`config.mk`:
```
export PLATFORM = sky130hd
export DESIGN_NAME = hash_pair_scheduler_flat
export DESIGN_NICKNAME = d
export VERILOG_FILES = /design/src/rtl/hash_pair_scheduler_if.sv /design/src/rtl/hash_pair_scheduler.sv /design/src/flat_wrapper.sv
export SDC_FILE = /design/constraint.sdc
export NUM_CORES = 1
export LEC_CHECK = 0
export BUFFER_PORTS_ARGS = -buffer_cell sky130_fd_sc_hd__buf_2
export CAP_MARGIN = 25
export CORE_MARGIN = 1
export CORE_UTILIZATION = 45
export DETAILED_ROUTE_END_ITERATION = 8
export PLACE_DENSITY = 0.8
export SLEW_MARGIN = 25
export SYNTH_ARGS = -nofsm -noshare
export SYNTH_HDL_FRONTEND = slang
export SYNTH_SLANG_ARGS = --single-unit
```
`constraint.sdc`:
```
create_clock -name clk -period 1.9 [get_ports clk]
set_input_delay 0.38 -clock clk [delete_from_list [all_inputs] [get_ports clk]]
set_output_delay 0.38 -clock clk [all_outputs]
set_load 0.01 [all_outputs]
```
`src/rtl/hash_pair_scheduler_if.sv`:
```
// -----------------------------------------------------------------------------
// hash_pair_scheduler_if
// Request and response channels of the hash pair scheduler.
//   req_valid  [1:0]   request valid, one bit per requester
//   req_vpn0/1 VPN_W   VPN offered by requester 0 / 1
//   req_ready  [1:0]   request accepted (one-hot or zero)
//   resp_valid         result pair valid
//   resp_ready         consumer accepts the result pair
//   resp_src           requester owning the response
//   resp_hash0/1       hash function 0 / 1 results
// master: requesters + response consumer side. slave: the scheduler.
// -----------------------------------------------------------------------------
interface hash_pair_scheduler_if #(
   parameter int VPN_W  = 45,
   parameter int HASH_W = 32
);
   logic [1:0]        req_valid;
   logic [VPN_W-1:0]  req_vpn0;
   logic [VPN_W-1:0]  req_vpn1;
   logic [1:0]        req_ready;
   logic              resp_valid;
   logic              resp_ready;
   logic              resp_src;
   logic [HASH_W-1:0] resp_hash0;
   logic [HASH_W-1:0] resp_hash1;

   modport master (
      output req_valid, req_vpn0, req_vpn1, resp_ready,
      input  req_ready, resp_valid, resp_src, resp_hash0, resp_hash1
   );

   modport slave (
      input  req_valid, req_vpn0, req_vpn1, resp_ready,
      output req_ready, resp_valid, resp_src, resp_hash0, resp_hash1
   );
endinterface

```
`src/rtl/hash_pair_scheduler.sv`:
```
// -----------------------------------------------------------------------------
// hash_pair_scheduler
// Round-robin arbiter and sequencer for the shared two-function tabulation
// hash unit. A granted VPN is hashed with function 0 then function 1; both
// results are returned with the owning requester ID.
//   clk       single clock
//   rst_n     asynchronous active-low reset
//   bus       request/response channels (slave side)
//   hash_vpn  VPN driven to the hash unit (always the latched VPN)
//   hash_id   hash function select (1 only in the second issue cycle)
//   hash_out  hash unit result, registered, valid one cycle after issue
//   busy      high whenever a request is in flight or a response is pending
// -----------------------------------------------------------------------------
module hash_pair_scheduler #(
   parameter int VPN_W  = 45,
   parameter int HASH_W = 32
) (
   input  logic                 clk,
   input  logic                 rst_n,
   hash_pair_scheduler_if.slave bus,
   output logic [VPN_W-1:0]     hash_vpn,
   output logic                 hash_id,
   input  logic [HASH_W-1:0]    hash_out,
   output logic                 busy
);

   typedef enum logic [2:0] {
      IDLE   = 3'd0,
      ISSUE0 = 3'd1,
      ISSUE1 = 3'd2,
      WAIT1  = 3'd3,
      RESP   = 3'd4
   } state_t;

   state_t            state_r;
   state_t            state_nx_s;
   logic              grant_s;
   logic              hs_s;
   logic [1:0]        req_ready_s;
   logic [VPN_W-1:0]  vpn_r;
   logic              src_r;
   logic              ptr_r;        // 1: prefer requester 1 on contention
   logic [HASH_W-1:0] hash0_r;
   logic [HASH_W-1:0] hash1_r;
   logic              hash_id_r;
   logic              busy_r;
   logic              resp_valid_r;

   // Next-state, grant selection and request handshake decode
   always_comb begin
      state_nx_s  = state_r;
      grant_s     = 1'b0;
      hs_s        = 1'b0;
      req_ready_s = 2'b00;
      case (state_r)
         IDLE: begin
            if (bus.req_valid == 2'b11) begin
               grant_s = ptr_r;
            end else begin
               grant_s = bus.req_valid[1];
            end
            if (bus.req_valid != 2'b00) begin
               hs_s        = 1'b1;
               req_ready_s = grant_s ? 2'b10 : 2'b01;
               state_nx_s  = ISSUE0;
            end else begin
               state_nx_s  = IDLE;
            end
         end
         ISSUE0:  state_nx_s = ISSUE1;
         ISSUE1:  state_nx_s = WAIT1;
         WAIT1:   state_nx_s = RESP;
         RESP: begin
            if (bus.resp_ready) begin
               state_nx_s = IDLE;
            end else begin
               state_nx_s = RESP;
            end
         end
         default: state_nx_s = IDLE;
      endcase
   end

   // State register
   always_ff @(posedge clk or negedge rst_n) begin
      if (!rst_n) begin
         state_r <= IDLE;
      end else begin
         state_r <= state_nx_s;
      end
   end

   // Request latch, priority pointer, result capture and registered flags
   always_ff @(posedge clk or negedge rst_n) begin
      if (!rst_n) begin
         vpn_r        <= {VPN_W{1'b0}};
         src_r        <= 1'b0;
         ptr_r        <= 1'b0;
         hash0_r      <= {HASH_W{1'b0}};
         hash1_r      <= {HASH_W{1'b0}};
         hash_id_r    <= 1'b0;
         busy_r       <= 1'b0;
         resp_valid_r <= 1'b0;
      end else begin
         if (hs_s) begin
            vpn_r <= grant_s ? bus.req_vpn1 : bus.req_vpn0;
            src_r <= grant_s;
            ptr_r <= ~grant_s;
         end
         // hash_out lags the issue by one cycle: function 0 result is
         // present during ISSUE1, function 1 result during WAIT1.
         if (state_r == ISSUE1) begin
            hash0_r <= hash_out;
         end
         if (state_r == WAIT1) begin
            hash1_r <= hash_out;
         end
         // Flags are precomputed from the next state so they are flops
         // yet line up exactly with the state they describe.
         hash_id_r    <= (state_nx_s == ISSUE1);
         busy_r       <= (state_nx_s != IDLE);
         resp_valid_r <= (state_nx_s == RESP);
      end
   end

   assign bus.req_ready  = req_ready_s;
   assign bus.resp_valid = resp_valid_r;
   assign bus.resp_src   = src_r;
   assign bus.resp_hash0 = hash0_r;
   assign bus.resp_hash1 = hash1_r;
   assign hash_vpn       = vpn_r;
   assign hash_id        = hash_id_r;
   assign busy           = busy_r;

endmodule

```
`src/flat_wrapper.sv`:
```
// flat-port wrapper written by rule: the top's interface ports become plain ports
module hash_pair_scheduler_flat 
#(
   parameter int VPN_W  = 45,
   parameter int HASH_W = 32
)
  (clk, rst_n, hash_vpn, hash_id, hash_out, busy, bus_req_valid, bus_req_vpn0, bus_req_vpn1, bus_resp_ready, bus_req_ready, bus_resp_valid, bus_resp_src, bus_resp_hash0, bus_resp_hash1);
  hash_pair_scheduler_if #(.VPN_W(VPN_W), .HASH_W(HASH_W)) bus_i ();
  input  logic clk;
  input  logic rst_n;
  output logic [VPN_W-1:0] hash_vpn;
  output logic hash_id;
  input  logic [HASH_W-1:0] hash_out;
  output logic busy;
  input wire logic [$bits(bus_i.req_valid)-1:0] bus_req_valid;
  input wire logic [$bits(bus_i.req_vpn0)-1:0] bus_req_vpn0;
  input wire logic [$bits(bus_i.req_vpn1)-1:0] bus_req_vpn1;
  input wire logic [$bits(bus_i.resp_ready)-1:0] bus_resp_ready;
  output wire logic [$bits(bus_i.req_ready)-1:0] bus_req_ready;
  output wire logic [$bits(bus_i.resp_valid)-1:0] bus_resp_valid;
  output wire logic [$bits(bus_i.resp_src)-1:0] bus_resp_src;
  output wire logic [$bits(bus_i.resp_hash0)-1:0] bus_resp_hash0;
  output wire logic [$bits(bus_i.resp_hash1)-1:0] bus_resp_hash1;
  assign bus_i.req_valid = bus_req_valid;
  assign bus_i.req_vpn0 = bus_req_vpn0;
  assign bus_i.req_vpn1 = bus_req_vpn1;
  assign bus_i.resp_ready = bus_resp_ready;
  assign bus_req_ready = bus_i.req_ready;
  assign bus_resp_valid = bus_i.resp_valid;
  assign bus_resp_src = bus_i.resp_src;
  assign bus_resp_hash0 = bus_i.resp_hash0;
  assign bus_resp_hash1 = bus_i.resp_hash1;
  hash_pair_scheduler #(.VPN_W(VPN_W), .HASH_W(HASH_W)) u_core (.clk(clk), .rst_n(rst_n), .bus(bus_i), .hash_vpn(hash_vpn), .hash_id(hash_id), .hash_out(hash_out), .busy(busy));
endmodule
```
==> impl_metrics.tcl, run 1 <==
set metrics [dict create \
    outcome "finished, final reports clean" \
    p_per_area_nw_per_um2 1900 \
    cts_buffers 17 \
    critical_path.max_fanout 3 \
    synth_mux_area_share_pct 15.4 \
    critPathCaptureType "output pin" \
    seq_area_frac_synth_pct 62.6 \
    min_period_ns 1.87 \
    initial_utilization_pct 47.2 \
    fin_crit_sh_pct 98.3 \
    crit_buf_inv 1 \
    leakagePower_nw 3.56 \
    grt_pass1_vias 4014 \
    swShare_pct 33.9 \
    cts.clk_slew.worst_paths_ns 0.06 \
    p_sw_w 0.00435 \
    h-tree-depth 4 \
    fmax_ghz 0.535 \
    firstDrtPassIters 4 \
    cp.required_ns 1.52 \
    grt.overflow.total 0 \
    numClockSinks 117 \
    crit_chain "nor3_4 -> and3_4 -> buf_6" \
    fin_nets 703 \
    slew_violations 0 \
    tns_ns 0 \
    drc_errors 0 \
    antenna_found_initial 2 \
    setup_viol 0 \
    layout-drive-gt1-share_pct 62.1 \
    ant_nets 0 \
    yosys.area_share.simple_pct 7.73 \
    grt_usage_pct 25.1 \
    num_rows 36 \
    syn-num-nets 447 \
    min_path_type "input pin to register" \
    yosysWarnings 0 \
    worstPathArrival_ns 1.49 \
    stdcell_count 723 \
    worst_slack_ns 0.0323 \
    syn-cell-area_um2 4680 \
    skew_ns 0.0114 \
    p_int_w 0.00850 \
    fp.dieH_um 104 \
    via_per_inst 5.36 \
    wl_per_cell_um 18.1 \
    critPathMaxStageDelay_ns 0.42 \
    avgSynthCellArea_um2 14.6 \
    synth_compound_area_share_pct 10.8 \
    ctsLongestPathBuffers 2 \
    vias 3877 \
    worst_slew_pin_slew_ns 0.565 \
    grt_max_degree 44 \
    cts_root_buf "clkbuf_8" \
    synthAdderAreaFrac_pct 0 \
    power_frac_comb_pct 40.8 \
    synthXorXnorAreaFrac_pct 0 \
    placedCellCount 682 \
    drt-total-wl_um 13100 \
    cts_tree "built" \
    vdd_drop_max_mv 1.00 \
    clk_latency_ns 0.51 \
    dieArea_um2 10800 \
    area_delta_synth_final_pct 44.5 \
    synth_top_family_by_area "multiplexers" \
    finalHoldViolations 0 \
    syn_inst 320 \
    initialDrtViolationCount 205 \
    fin_util_pct 68.2 \
    drv_cap 0 \
    dpl.hpwl_um 9200 \
    gp_congestion 0.821 \
    yosysUniqueCellTypes 25 \
    cpMaxStageDelayCell "dfrtp_2" \
    relSlewSlack_pct 62.3 \
    path_class "register to output pin" \
    critPathLaunchType "register" \
    rsz0062_at_grt "true" \
    core_um2 9910 \
    dieWidth_um 104 \
    dp_slack_ns 0.249 \
    ios 242 \
    ys_ff_latch 117 \
    p_seq_share_pct 34.8 \
    clockPowerShare_pct 24.4 \
    critPathTopFamily "simple AND/OR/NAND/NOR gates" \
    grt_pass1_wl_um 20900 \
    portBuffers 241 \
    hold_ws_ns 0.0944 \
]
[cell families (layout without fill, tap and decap cells)]
group                  after synthesis  count (layout)
and+or+nand+nor                     58              58
buffers and inverters               29             298
other                                0               1
AOI/OAI and AO/OA                   52              52
muxes                               64              64
DFF                                117             117
[path summary, 6_finish.rpt]
check                                                 end           startpoint  slack, ns  depth (start not counted)
worst min-delay path                  u_core.hash_vpn[32]     bus_req_vpn1[32]       0.09                          2
worst max register to register         u_core.hash_vpn[6]    u_core.state_r[2]       0.29                          6
worst max-delay path                     bus_req_ready[1]    u_core.state_r[2]       0.03                          3
max in group asynchronous       u_core.bus.resp_hash0[15]                rst_n       0.85                          3
worst min register to register        u_core.bus.resp_src  u_core.bus.resp_src       0.47                          1
min in group asynchronous        u_core.bus.resp_hash0[8]                rst_n       0.42                          2
[flip-flops by register name, summed over array words and instances (netlist names)]
signal / flops
u_core.bus.resp_src: 1
u_core.hash_vpn: 45
u_core.bus.resp_hash0: 32
u_core.busy: 1
u_core.hash_id: 1
u_core.ptr_r: 1
u_core.state_r: 3
u_core.bus.resp_hash1: 32
u_core.bus.resp_valid: 1
[power by group through the flow]
stage                     logic (W)  clock network, W  registers [W]
after floorplan             0.00254                 0        0.00497
final                       0.00524           0.00314        0.00447
after global placement      0.00497                 0        0.00441
after CTS                   0.00528           0.00320        0.00445
after global routing        0.00567           0.00332        0.00459
after detailed placement    0.00513                 0        0.00447
[per-layer routing]
| metal | track usage [%] | part of all wire (%) | up-vias | routed length (um) |
|---|---|---|---|---|
| met1 | 28.4 | 38 | 1925 | 4950 |
| met3 | 12.0 | 9.9 | 17 | 1290 |
| li1 | - | - | 1729 | - |
| met2 | 41.7 | 51 | 204 | 6610 |
| met4 | 8.37 | 1.5 | 2 | 190 |
| met5 | 0 | 0.084 | - | 11 |
[layout by cell type (no fill, tap or decap), types with 3 or more instances in the layout]
cell type / n
buf_2: 238
dfrtp_1: 114
mux2_2: 64
and3_1: 44
a221o_1: 44
buf_4: 17
clkbuf_16: 16
clkbuf_8: 5
buf_12: 4
nand2_1: 3
inv_1: 3
clkinvlp_4: 3
clkinv_2: 3
buf_6: 3
dfrtp_2: 3
[through the flow]
step | instance area, um^2 | power [W]
after floorplan | 4680 | 0.00751
after global placement | 6070 | 0.00938
after detailed placement | 6070 | 0.00960
after CTS | 6740 | 0.0129
after global routing | 6760 | 0.0136
final | 6760 | 0.0128
[layout make-up]
type                       count  area [um^2]
fill                         716         3150
sequential                   117         2930
multi-input combinational    174         1610
timing repair buffer         263         1440
clock buffer                  21          469
tap                          133          166
clock inverter                11          124
inverter                       3         11.3
antenna                        1         2.50
[cell usage after synthesis]
master,count,share of area (%)
nand3b_1,1,0.16
a32oi_1,1,0.19
or4b_1,1,0.21
or3_1,1,0.13
buf_4,1,0.16
clkbuf_1,8,0.64
nor2_1,2,0.16
buf_2,12,1.3
nand2_1,3,0.24
a221o_1,44,9.4
dfrtp_1,117,63
nand2b_1,2,0.27
o21ai_2,1,0.19
mux2_2,64,15
and2_1,1,0.13
a21boi_1,1,0.16
and3_1,45,6.0
nand4b_1,1,0.19
o21ai_0,1,0.11
nor3_2,1,0.21
a21o_1,2,0.32
buf_6,5,1.2
o31a_1,1,0.19
a2bb2oi_1,1,0.19
inv_1,3,0.24
[repair_timing]
item,4_1_cts,5_1_grt
resized for setup,8,1
hold buffers,1,0
buffers inserted,6,1
setup endpoints to repair,2,2
hold endpoints to repair,40,0
pin swaps,3,1
(Power assumes the default switching activity.)
==> run 2: changes to the inputs <==
- CELL_PAD_IN_SITES_DETAIL_PLACEMENT: unset -> 0
- CELL_PAD_IN_SITES_GLOBAL_PLACEMENT: unset -> 2
- CORE_UTILIZATION: 45 -> 28
- PLACE_DENSITY: 0.8 -> unset
- PLACE_DENSITY_LB_ADDON: unset -> 0.1
==> impl_metrics.tcl, run 2 (same netlist as run 1, synthesis figures left out) <==
set metrics [dict create \
    outcome "finished, final reports clean" \
    drc_errors 0 \
    final_common_cell "buf_2" \
    p_int_w 0.00856 \
    leakagePower_nw 3.55 \
    initialDrtViolationCount 145 \
    largest_reg_flops 45 \
    grt_pass1_vias 4035 \
    num_rows 46 \
    core_um2 16100 \
    relSlewSlack_pct 75.9 \
    critPathTopFamily "flip-flops" \
    area_delta_synth_final_pct 46.5 \
    dieArea_um2 17200 \
    diodes 0 \
    path_class "register to output pin" \
    cts_tree "built" \
    worstPathArrival_ns 1.43 \
    final_cell_mix "buf_2 (240), dfrtp_1 (116), mux2_2 (64), and3_1 (44), a221o_1 (44)" \
    vdd_drop_max_mv 0.784 \
    initial_utilization_pct 29.0 \
    min_path_type "input pin to register" \
    critPathMaxStageDelay_ns 0.44 \
    p_seq_share_pct 34.2 \
    ant_nets 0 \
    p_per_area_nw_per_um2 1880 \
    p_sw_w 0.00432 \
    p_total_w 0.0129 \
    portBuffers 241 \
    dpl.hpwl_um 9470 \
    critPathLaunchType "register" \
    fmax_ghz 0.552 \
    cts.clk_slew.worst_paths_ns 0.06 \
    vias 3792 \
    drt-total-wl_um 13700 \
    grt_pass1_wl_um 22100 \
    clockPowerShare_pct 25.2 \
    cp.required_ns 1.52 \
    swShare_pct 33.5 \
    fin_crit_sh_pct 95.4 \
    clk_latency_ns 0.41 \
    gp_congestion 0.814 \
    cpMaxStageDelayCell "dfrtp_1" \
    numClockSinks 117 \
    critical_path.max_fanout 6 \
    ctsLongestPathBuffers 2 \
    finalHoldViolations 0 \
    crit_buf_inv 1 \
    drv_cap 0 \
    layout-drive-gt1-share_pct 61.2 \
    ios 242 \
    via_per_inst 4.73 \
    grt.overflow.total 0 \
    grt_usage_pct 16.6 \
    cts_buffers 17 \
    wl_per_cell_um 17.1 \
    worst_slew_pin_slew_ns 0.361 \
    setup_viol 0 \
    min_period_ns 1.81 \
    firstDrtPassIters 4 \
    power_frac_comb_pct 40.6 \
    skew_ns 0.00651 \
    rsz0062_at_grt "false" \
    cts_root_buf "clkbuf_16" \
    dieWidth_um 131 \
    fin_nets 699 \
    critPathCaptureType "output pin" \
    fp.dieH_um 131 \
    h-tree-depth 4 \
    tns_ns 0 \
    slew_violations 0 \
    crit_chain "nor3_4 -> and3_4 -> buf_2" \
    grt_max_degree 48 \
    antenna_found_initial 1 \
]
[run 2: changes by cell type in the layout (fill, tap and decap cells not counted), sizes merged]
cell	delta
bufinv	+1
buf	-4
inv	-1
clkinvlp	+1
clkbuf	-2
diode	-1
clkinv	+1
[run 2: repair_timing]
item | 4_1_cts | 5_1_grt
setup endpoints to repair | 2 | 2
pin swaps | 1 | 1
gates resized for setup | 1 | 1
hold buffers | 1 | 0
endpoints found under the hold margin | 22 | 0
cloned | 0 | 0
setup buffers | 2 | 3
[run 2: power by group through the flow]
stage               registers, W  clock network (W)  logic (W)
floorplan                0.00497                  0    0.00254
detailed placement       0.00443                  0    0.00523
global route             0.00456            0.00346    0.00568
global placement         0.00440                  0    0.00517
finish                   0.00440            0.00325    0.00523
CTS                      0.00442            0.00336    0.00528
[run 2: layout make-up]
class / count / area [um^2]
clock buffer: 19 / 443
tap: 216 / 270
fill: 1600 / 9260
clock inverter: 13 / 158
inverter: 3 / 11.3
sequential: 117 / 2930
multi-input combinational: 174 / 1610
timing repair buffer: 259 / 1430
[run 2: metrics by stage]
step / hold WS, ns / instance area [um^2] / utilization [%] / std cells / setup slack (ns)
after global placement: 0.311 / 6200 / 38.5 / 763 / 0.337
after global routing: 0.184 / 6850 / 42.5 / 801 / 0.000403
after detailed placement: 0.318 / 6200 / 38.5 / 763 / 0.321
final: 0.196 / 6850 / 42.5 / 801 / 0.0872
after floorplan: 0.0844 / 4680 / - / 320 / 0.329
after CTS: 0.174 / 6830 / 42.4 / 798 / 0.00220
[run 2: routing by layer]
layer	global-route usage, %	routed length, um
met3	6.13	1110
met4	7.24	262
met1	19.2	5670
met5	0	8
met2	27.3	6650
[run 2: worst reg2reg max path, stage by stage (launching register included)]
cell     delay, ns
dfrtp_1       0.44
nor3_4        0.07
buf_4         0.13
buf_4         0.12
buf_4         0.12
buf_4         0.19
and3_1        0.19
a221o_1       0.27
[run 2: path summary, 6_finish.rpt]
kind | startpoint | end | slack (ns) | cells past startpoint
max | u_core.state_r[2] | bus_req_ready[1] | 0.09 | 3
max reg2reg | u_core.state_r[2] | u_core.hash_vpn[27] | 0.24 | 7
min | bus_req_vpn1[10] | u_core.hash_vpn[10] | 0.20 | 2
max in group asynchronous | rst_n | u_core.bus.resp_hash1[31] | 0.78 | 4
min in group asynchronous | rst_n | u_core.hash_vpn[39] | 0.44 | 2
min reg2reg | u_core.bus.resp_src | u_core.bus.resp_src | 0.47 | 1
